## src/rtl/fetch_unit_if.sv

```systemverilog
// Fetch-stage bus: instruction-memory request/response channel
// plus the buffered instruction channel toward decode.
interface fetch_unit_if;
    logic        imem_req_valid;
    logic        imem_req_ready;
    logic [31:0] imem_req_addr;
    logic        imem_rsp_valid;
    logic [31:0] imem_rsp_data;
    logic        instr_valid;
    logic        instr_ready;
    logic [31:0] encoded_value;
    logic [31:0] instr_pc;

    modport master (
        output imem_req_valid,
        output imem_req_addr,
        input  imem_req_ready,
        input  imem_rsp_valid,
        input  imem_rsp_data,
        output instr_valid,
        output encoded_value,
        output instr_pc,
        input  instr_ready
    );

    modport slave (
        input  imem_req_valid,
        input  imem_req_addr,
        output imem_req_ready,
        output imem_rsp_valid,
        output imem_rsp_data,
        input  instr_valid,
        input  encoded_value,
        input  instr_pc,
        output instr_ready
    );
endinterface

```

## src/rtl/fetch_unit.sv

```systemverilog
// Instruction fetch stage: owns the PC, keeps one imem request in flight,
// buffers fetched words for decode and restarts on execute redirects.
module fetch_unit #(
    parameter logic [31:0] RESET_PC   = 32'h0000_0000,
    parameter int          FIFO_DEPTH = 2
) (
    input  logic         clk,
    input  logic         rst_n,
    fetch_unit_if.master bus,
    input  logic         redirect_valid,
    input  logic [31:0]  redirect_pc,
    output logic         misaligned_fault
);

    localparam int CW = $clog2(FIFO_DEPTH + 1);
    localparam int PW = (FIFO_DEPTH > 1) ? $clog2(FIFO_DEPTH) : 1;

    typedef enum logic [1:0] {
        FETCH,
        WAIT,
        FAULT
    } state_t;

    typedef struct packed {
        logic [31:0] pc;
        logic [31:0] instr;
    } entry_t;

    state_t      state;
    state_t      state_n;
    logic        drop;
    logic        drop_n;
    logic [31:0] fetch_pc;
    logic [31:0] fetch_pc_n;
    logic [31:0] req_pc;

    entry_t      buf_q [FIFO_DEPTH];
    logic [PW-1:0] rptr;
    logic [PW-1:0] wptr;
    logic [CW-1:0] count;

    logic full;
    logic req_fire;
    logic rsp_in_wait;
    logic push;
    logic pop;
    logic mis;

    function automatic logic [PW-1:0] ptr_inc(input logic [PW-1:0] p);
        if (p == PW'(FIFO_DEPTH - 1))
            return '0;
        return p + PW'(1);
    endfunction

    assign full = (count >= CW'(FIFO_DEPTH));
    assign mis  = (redirect_pc[1:0] != 2'b00);

    // Gated by redirect so a request handshake never races a redirect.
    assign bus.imem_req_valid = rst_n && (state == FETCH)
                              && !full && !redirect_valid;
    assign bus.imem_req_addr  = fetch_pc;

    assign bus.instr_valid    = rst_n && (count != '0);
    assign bus.encoded_value  = buf_q[rptr].instr;
    assign bus.instr_pc       = buf_q[rptr].pc;

    assign misaligned_fault   = rst_n && (state == FAULT);

    assign req_fire    = bus.imem_req_valid && bus.imem_req_ready;
    assign rsp_in_wait = (state == WAIT) && bus.imem_rsp_valid;
    assign push        = rst_n && rsp_in_wait && !drop && !redirect_valid;
    assign pop         = bus.instr_valid && bus.instr_ready
                       && !redirect_valid;

    always_comb begin
        state_n    = state;
        drop_n     = drop;
        fetch_pc_n = fetch_pc;
        if (redirect_valid) begin
            fetch_pc_n = redirect_pc;
            if ((state == WAIT) && !bus.imem_rsp_valid) begin
                // Response still in flight: swallow it when it lands.
                drop_n  = 1'b1;
                state_n = mis ? FAULT : WAIT;
            end else begin
                drop_n  = 1'b0;
                state_n = mis ? FAULT : FETCH;
            end
        end else begin
            unique case (state)
                FETCH: begin
                    if (req_fire) begin
                        fetch_pc_n = fetch_pc + 32'd4;
                        state_n    = WAIT;
                    end
                end
                WAIT: begin
                    if (bus.imem_rsp_valid) begin
                        drop_n  = 1'b0;
                        state_n = FETCH;
                    end
                end
                FAULT: begin
                    state_n = FAULT;
                end
                default: begin
                    state_n = FETCH;
                end
            endcase
        end
    end

    always_ff @(posedge clk) begin
        if (!rst_n) begin
            state    <= FETCH;
            drop     <= 1'b0;
            fetch_pc <= RESET_PC;
            req_pc   <= RESET_PC;
        end else begin
            state    <= state_n;
            drop     <= drop_n;
            fetch_pc <= fetch_pc_n;
            if (req_fire)
                req_pc <= fetch_pc;
        end
    end

    always_ff @(posedge clk) begin
        if (!rst_n || redirect_valid) begin
            count <= '0;
            rptr  <= '0;
            wptr  <= '0;
        end else begin
            if (push)
                wptr <= ptr_inc(wptr);
            if (pop)
                rptr <= ptr_inc(rptr);
            count <= count + CW'(push) - CW'(pop);
        end
    end

    always_ff @(posedge clk) begin
        if (push)
            buf_q[wptr] <= '{pc: req_pc, instr: bus.imem_rsp_data};
    end

endmodule

```

## src/flat_wrapper.sv

```systemverilog
// flat-port wrapper written by rule: the top's interface ports become plain ports
module fetch_unit_flat 
#(
    parameter logic [31:0] RESET_PC   = 32'h0000_0000,
    parameter int          FIFO_DEPTH = 2
)
  (clk, rst_n, redirect_valid, redirect_pc, misaligned_fault, bus_imem_req_valid, bus_imem_req_addr, bus_imem_req_ready, bus_imem_rsp_valid, bus_imem_rsp_data, bus_instr_valid, bus_encoded_value, bus_instr_pc, bus_instr_ready);
  fetch_unit_if bus_i ();
  input  logic clk;
  input  logic rst_n;
  input  logic redirect_valid;
  input  logic [31:0] redirect_pc;
  output logic misaligned_fault;
  output wire logic [$bits(bus_i.imem_req_valid)-1:0] bus_imem_req_valid;
  output wire logic [$bits(bus_i.imem_req_addr)-1:0] bus_imem_req_addr;
  input wire logic [$bits(bus_i.imem_req_ready)-1:0] bus_imem_req_ready;
  input wire logic [$bits(bus_i.imem_rsp_valid)-1:0] bus_imem_rsp_valid;
  input wire logic [$bits(bus_i.imem_rsp_data)-1:0] bus_imem_rsp_data;
  output wire logic [$bits(bus_i.instr_valid)-1:0] bus_instr_valid;
  output wire logic [$bits(bus_i.encoded_value)-1:0] bus_encoded_value;
  output wire logic [$bits(bus_i.instr_pc)-1:0] bus_instr_pc;
  input wire logic [$bits(bus_i.instr_ready)-1:0] bus_instr_ready;
  assign bus_imem_req_valid = bus_i.imem_req_valid;
  assign bus_imem_req_addr = bus_i.imem_req_addr;
  assign bus_i.imem_req_ready = bus_imem_req_ready;
  assign bus_i.imem_rsp_valid = bus_imem_rsp_valid;
  assign bus_i.imem_rsp_data = bus_imem_rsp_data;
  assign bus_instr_valid = bus_i.instr_valid;
  assign bus_encoded_value = bus_i.encoded_value;
  assign bus_instr_pc = bus_i.instr_pc;
  assign bus_i.instr_ready = bus_instr_ready;
  fetch_unit #(.RESET_PC(RESET_PC), .FIFO_DEPTH(FIFO_DEPTH)) u_core (.clk(clk), .rst_n(rst_n), .bus(bus_i), .redirect_valid(redirect_valid), .redirect_pc(redirect_pc), .misaligned_fault(misaligned_fault));
endmodule
```

## config.mk

```make
export PLATFORM = sky130hd
export DESIGN_NAME = fetch_unit_flat
export DESIGN_NICKNAME = d
export VERILOG_FILES = /design/src/rtl/fetch_unit_if.sv /design/src/rtl/fetch_unit.sv /design/src/flat_wrapper.sv
export SDC_FILE = /design/constraint.sdc
export NUM_CORES = 1
export LEC_CHECK = 0
export ABC_AREA = 1
export CAP_MARGIN = 20
export CORE_MARGIN = 2
export CORE_UTILIZATION = 35
export CTS_BUF_LIST = sky130_fd_sc_hd__clkbuf_8 sky130_fd_sc_hd__clkbuf_16
export DETAILED_ROUTE_END_ITERATION = 8
export GPL_TIMING_DRIVEN = 0
export PLACE_DENSITY_LB_ADDON = 0.2
export SETUP_SLACK_MARGIN = 0.15
export SLEW_MARGIN = 10
export SYNTH_ARGS = -nofsm -noshare
export SYNTH_HDL_FRONTEND = slang
export SYNTH_SLANG_ARGS = --single-unit
```

## constraint.sdc

```tcl
create_clock -name clk -period 4.7 [get_ports clk]
set_input_delay 0.94 -clock clk [delete_from_list [all_inputs] [get_ports clk]]
set_output_delay 0.94 -clock clk [all_outputs]
set_load 0.02 [all_outputs]
```

==> results of run 1 <==
==> state kept, by name, indices dropped and copies added (netlist names), named ones only <==
| name | count |
|---|---|
| u_core.rptr | 1 |
| u_core.buf_q | 128 |
| u_core.req_pc | 32 |
| u_core.count | 2 |
| u_core.state | 2 |
| u_core.drop | 1 |
| u_core.bus.imem_req_addr | 32 |
| u_core.wptr | 1 |
==> area by class of cell <==
type | instances | share of cell area [%]
repair buffers | 173 | 16.4
well taps | 313 | 3.59
clock buffers | 17 | 3.90
clock inverters | 15 | 1.15
inverters | 70 | 2.42
plain buffers | 28 | 1.23
flip-flops and latches | 200 | 48.4
multi-input cells | 443 | 22.9
==> critical path, cell delays in order <==
cell             delay, ns
clkdlybuf4s50_1       0.64
inv_2                 0.17
nor2_4                0.16
nand3_1               0.08
inv_1                 0.07
clkdlybuf4s50_1       0.59
==> cells by family (layout without fill, tap and decap cells) <==
kind of cell | Yosys count | after routing | synth area share, %
compound gates | 126 | 126 | 7.88
xor+xnor | 9 | 9 | 0.965
fa+ha+maj | 3 | 3 | 0.460
buf+inv | 98 | 303 | 4.87
flops | 200 | 200 | 64.7
mux | 64 | 64 | 8.83
simple gates | 241 | 241 | 12.3
==> worst min-delay path by stage <==
stage,startpoint,to,slack (ns),depth (start not counted)
CTS,u_core.req_pc[21],u_core.buf_q[0][53],0.45,0
global route,u_core.req_pc[25],u_core.buf_q[0][57],0.47,0
global placement,u_core.req_pc[25],u_core.buf_q[1][57],0.43,0
detailed placement,u_core.req_pc[21],u_core.buf_q[0][53],0.43,0
finish,u_core.req_pc[21],u_core.buf_q[1][53],0.45,0
floorplan,u_core.req_pc[4],u_core.buf_q[0][36],0.42,0
==> routing by layer <==
layer / global-route usage [%] / vias to the layer above / share of wire, %
met5: 0 / - / 0
met3: 2.96 / 13 / 5.9
met4: 4.76 / 0 / 1.2
met1: 22.5 / 2810 / 46
li1: - / 2927 / -
met2: 26.8 / 203 / 46
==> metrics by stage <==
| step | cells | hold WS, ns | TNS [ns] | total power, uW | area (um^2) |
|---|---|---|---|---|---|
| 2_1_floorplan | 741 | 0.420 | 0 | 2090 | 8170 |
| 3_3_place_gp | 1222 | 0.434 | -307.59 | 2240 | 10200 |
| 3_5_place_dp | 1227 | 0.432 | 0 | 2250 | 10400 |
| 4_1_cts | 1259 | 0.450 | 0 | 3610 | 10900 |
| 5_1_grt | 1259 | 0.472 | 0 | 3700 | 10900 |
| 6_report | 1259 | 0.453 | 0 | 3580 | 10900 |
==> where the power goes <==
part	internal (uW)	total, uW	leakage [uW]	switching, uW
Combinational	128	269	0.00176	141
Clock	691	1370	0.000270	680
Sequential	1900	1940	0.00179	37.9
Total	2720	3580	0.00382	859
==> layout by cell type, fill, tap and decap left out, drive strengths merged, types with 27 or more instances in the layout <==
cell type	count
mux2	64
inv	75
o21ai	58
nor2	59
a21oi	61
clkdlybuf4s50	168
clkbuf	27
nand3	39
nand2	134
edfxtp	128
dfxtp	72
==> metrics.md, run 1 <==
| Metric | Value |
|---|---|
| Status | completed |
| HP Class | reg -> reg |
| Endpoints failing hold | 0 |
| CP Capture Type | primary output |
| Fin worst setup slack | 1.10 ns |
| Total grt overflow | 0 |
| Cts hold-fix bufs | 0 |
| Worst Path Arrival | 2.66 ns |
| Post-synth cell types | 31 |
| Multi-input logic area | 2500 um^2 |
| Fin crit period | 3.60 ns |
| IR drop worst, VDD | 0.195 mV |
| Post-Syn Nets | 814 |
| Die X | 157 um |
| Die height | 157 um |
| CTS Buf Count | 17 |
| Seq/Total Area, Yosys | 64.7% |
| Clock Skew | approximately 0.014 ns |
| Drt drc | 0 |
| R2r setup slk | 2.57 ns |
| Post-synth EDFFs | 128 |
| # clock sinks | 200 |
| DRT Pass-1 Iters | 5 |
| Crit Path Class | in -> out |
| Clock slew at reported path FFs | approximately 0.070 ns |
| Fraction of layout cells with a size suffix above 1 | 13.2% |
| Top_reg_cell synth | edfxtp_1 |
| Fraction of registers with async set/reset | 0% |
| Port Buf Inserts | 168 |
| Worst Tran Pin Value | 0.666 ns |
| H-tree depth | 4 |
| Worst r2r dst | u_core.buf_q[0][25] |
| Critical path fanouts, max | 10 |
| CP Launch Type | primary input |
| Wire per inst | 16.0 um |
| Initial core utilization | around 36% |
| Largest cells by area after synthesis | edfxtp_1 (47%), dfxtp_1 (18%), mux2_2 (8.8%) |
| DP HPWL | 14.8 mm |
| Post-synthesis register bit count | 200 |
| Storage cell area | between 5000 and 6000 um^2 |
| Top-count cell post-synth | nand2_1 |
| Vias per cell | 4.73 |
| Largest net degree at the start of global routing | 24 |
| Place WS | 1.10 ns |
| DRT antenna net count | 0 |
| Pwr per Cell Area | 328 nW/um^2 |
| CTS max path bufs | 2 |
| Mapped Area | 8170 um^2 |
| First-pass GRT wire length | 30.7 mm |
| CTS resizes | 0 |
| RSZ-0062 raised after global routing | no |
| Clk root buf | clkbuf_16 |
| Starting DRT DRC Count | 366 |
| Setup crit end | bus_imem_req_valid |
| Worst r2r path cells | 7 |
| Syn. warnings | 0 |
| P&R area growth vs syn | 33.6% |
| Initial antenna violation count | 0 |
| Final setup viols | 0 |
| Number of global-route vias before repair | 5513 |
| Crit path launch | rst_n |
| Commonest cells post-synth | nand2_1 (133), edfxtp_1 (128), dfxtp_1 (72), inv_1 (67), mux2_2 (64) |
| Leakage power | 0.00382 uW |
| Worst-skew pair later-pin latency | 0.43 ns |
| Boundary Pins | 169 |
| Total Die Area | 24600 um^2 |
| Worst rel slew slack | 55.5% |
| Post-synth top area cell | edfxtp_1 |
| GP Congestion | a little under 0.9 |
| Gr usage total | 16.5% |
| Fmax | 278 MHz |
| Via count | 5953 |
| Syn_area_per_cell | between 10 and 15 um^2 |
| Final wirelength | 20.1 mm |
| # fillers | between 2k and 2.5k |
| Post-CTS Setup Bufs | 0 |
| Final design utilization | 47.9% |
| Max-cap violations | 0 |
| CTS tree | done |
| Diodes inserted | 0 |
| Row count | 55 |
| Final Cycle Share | approximately three quarters |
| Nets | 1006 |
| Core area | about 23000 um^2 |
| Max-slew violation count | 0 |
| Critical path required time | 3.76 ns |
| R2r startpoint | u_core.state[1] |
| Top cell type's share of synthesized area | 47.1% |
| Syn Inst Count | 741 |
Note: power is estimated with default switching activity, not from simulation.
==> run 2: changes to the inputs <==
==> constraint.sdc (replaced) <==
create_clock -name clk -period 2.99 [get_ports clk]
set_input_delay 0.598 -clock clk [delete_from_list [all_inputs] [get_ports clk]]
set_output_delay 0.598 -clock clk [all_outputs]
set_load 0.02 [all_outputs]
==> metrics.md, run 2 (synthesis results as in run 1) <==
| Metric | Value |
|---|---|
| Number of global-route vias before repair | 5759 (+4.5%) |
| Endpoints failing hold | 0 (unchanged) |
| CTS max path bufs | 2 (unchanged) |
| Initial core utilization | 35.8% (unchanged) |
| Worst rel slew slack | 53.3% (-2.2 points) |
| Gr usage total | 16.6% (+0.19 points) |
| Pwr per Cell Area | 519 nW/um^2 (+58%) |
| Fin Setup TNS | 0 ns (unchanged) |
| # clock sinks | 200 (unchanged) |
| P&R area growth vs syn | 33.7% (about the same) |
| Final Cycle Share | 92.1% |
| Fin worst setup slack | 0.235 ns (-0.868 ns) |
| Total grt overflow | 0 (unchanged) |
| Clock Power Share | 38.8% (+0.5 points) |
| Clk root buf | clkbuf_16 |
| RSZ-0062 raised after global routing | yes |
| Crit Path Class | reg -> out |
| Fin crit period | ~2.8 ns |
| Total Die Area | 24600 um^2 (unchanged) |
| Largest net degree at the start of global routing | 25 (+4.2%) |
| Register with the most flip-flops | u_core.buf_q |
| # fillers | 2119 (-0.24%) |
| DRT Pass-1 Iters | 6 (+1) |
| Port Buf Inserts | 168 (unchanged) |
| Starting DRT DRC Count | 310 (-15%) |
| Max-slew violation count | 0 (unchanged) |
| CTS tree | done |
| Row count | 55 (unchanged) |
| Critical path fanouts, max | 10 (unchanged) |
| Critical path required time | 2.39 ns (-1.37 ns) |
| Max FFs per register | 128 (unchanged) |
| Drt drc | 0 (unchanged) |
| Die X | 157 um (unchanged) |
| Psw | 1340 uW (+56%) |
| Status | completed |
| Fraction of power consumed by sequential logic | 53.8% (-0.4 points) |
| Fmax | 363 MHz |
| Final setup viols | 0 (unchanged) |
| Multi-input logic area | 2500 um^2 (unchanged) |
| Boundary Pins | 169 (unchanged) |
| Diodes inserted | 0 (unchanged) |
| Most common cell after layout, fill and taps aside | clkdlybuf4s50_1 |
| Max-cap violations | 0 (unchanged) |
| CP Launch Type | flop |
| IR drop worst, VDD | 0.317 mV (+63%) |
| Initial antenna violation count | 0 (unchanged) |
| Int Pwr | 4330 uW (+59%) |
| Die height | 157 um (unchanged) |
| HP Class | reg -> reg |
| CP Capture Type | primary output |
| Core area | 22800 um^2 (unchanged) |
| Vias per cell | 4.71 (-0.32%) |
| Worst-skew pair later-pin latency | 0.43 ns (about the same) |
| Via count | 5929 (-0.40%) |
| Commonest non-fill, non-tap cells in the layout | clkdlybuf4s50_1 (167), nand2_1 (133), edfxtp_1 (128), dfxtp_1 (72), inv_1 (69) |
| First-pass GRT wire length | 31.3 mm (+2.1%) |
| Sw frac | 23.6% (-0.37 points) |
| Wire per inst | 16.1 um (+0.46%) |
| GP Congestion | 0.921 (+3.3%) |
| Final wirelength | 20.2 mm (+0.38%) |
| Worst Path Arrival | 2.16 ns (-0.50 ns) |
| DP HPWL | 14.9 mm (+0.48%) |
| Overall power | 5670 uW (+58%) |
| Final design utilization | 47.9% (about the same) |
| Leakage power | 0.00383 uW (+0.28%) |
| Place WS | -0.227 ns (-1.33 ns) |
| Nets | 1005 (-0.099%) |
| Part of the power in combinational logic | 7.5% (about the same) |
| Clock slew at reported path FFs | 0.08 ns (about the same) |
| Clock Skew | 0.0121 ns (-0.00141 ns) |
| CTS Buf Count | 17 (unchanged) |
| DRT antenna net count | 0 (unchanged) |
| H-tree depth | 4 (unchanged) |
| Storage cell area | 5290 um^2 (unchanged) |
| Fraction of layout cells with a size suffix above 1 | 13.2% (+0.014 points) |
| Worst Tran Pin Value | 0.699 ns (+0.0331 ns) |
run 2: changes by cell type in the layout (fill, tap and decap cells not counted), sizes merged:
cell	before	now
buf	23	20
clkbuf	27	30
clkdlybuf4s50	168	167
clkinv	7	6
clkinvlp	3	1
dlygate4sd2	0	1
inv	75	77
run 2: worst paths after layout:
check	start	endpoint	slack, ns	depth (start not counted)
setup reg to reg	u_core.state[1]	u_core.buf_q[1][28]	0.85	7
setup / recovery	flop	bus_instr_pc[7]	0.24	4
hold reg to reg	u_core.req_pc[23]	u_core.buf_q[0][55]	0.46	0
hold / removal	u_core.req_pc[23]	u_core.buf_q[0][55]	0.46	0
run 2: power groups by stage:
stage / clock, uW / combinational [uW] / sequential, uW
2_1_floorplan: 0 / 162 / 3120
3_3_place_gp: 0 / 417 / 3110
3_5_place_dp: 0 / 423 / 3110
4_1_cts: 2260 / 426 / 3040
5_1_grt: 2380 / 460 / 3050
6_report: 2200 / 424 / 3050
run 2: worst max-delay path, cell delays in order (launching register included):
cell and delay [ns]:
dfxtp_1 0.31, clkbuf_4 0.22, buf_2 0.28, mux2_2 0.38, clkdlybuf4s50_1 0.54
run 2: metrics by stage:
step / cells / hold WS [ns] / instance area [um^2]
after floorplan: 741 / 0.420 / 8170
after global placement: 1222 / 0.430 / 10200
after detailed placement: 1226 / 0.438 / 10300
after CTS: 1258 / 0.446 / 10900
after global routing: 1258 / 0.458 / 10900
final: 1258 / 0.458 / 10900
run 2: timing repair:
action / CTS / global route
hold buffers: 0 / 0
endpoints found under the setup margin: 63 / 22
buffers inserted: 0 / 0
gates resized for setup: 5 / 2
run 2: area by class of cell:
class | count | share of cell area, %
repair buffers | 172 | 16.2
plain buffers | 28 | 1.35
clock inverters | 14 | 1.05
clock buffers | 18 | 4.13
well taps | 313 | 3.59
multi-input cells | 443 | 22.9
flip-flops and latches | 200 | 48.4
inverters | 70 | 2.42
run 2: layer usage:
metal / global-route usage (%) / vias up / part of all wire (%)
li1: - / 2937 / -
met1: 23.0 / 2780 / 48
met2: 27.2 / 199 / 46
met3: 2.46 / 13 / 4.9
met4: 4.85 / 0 / 1.3
met5: 0 / - / 0
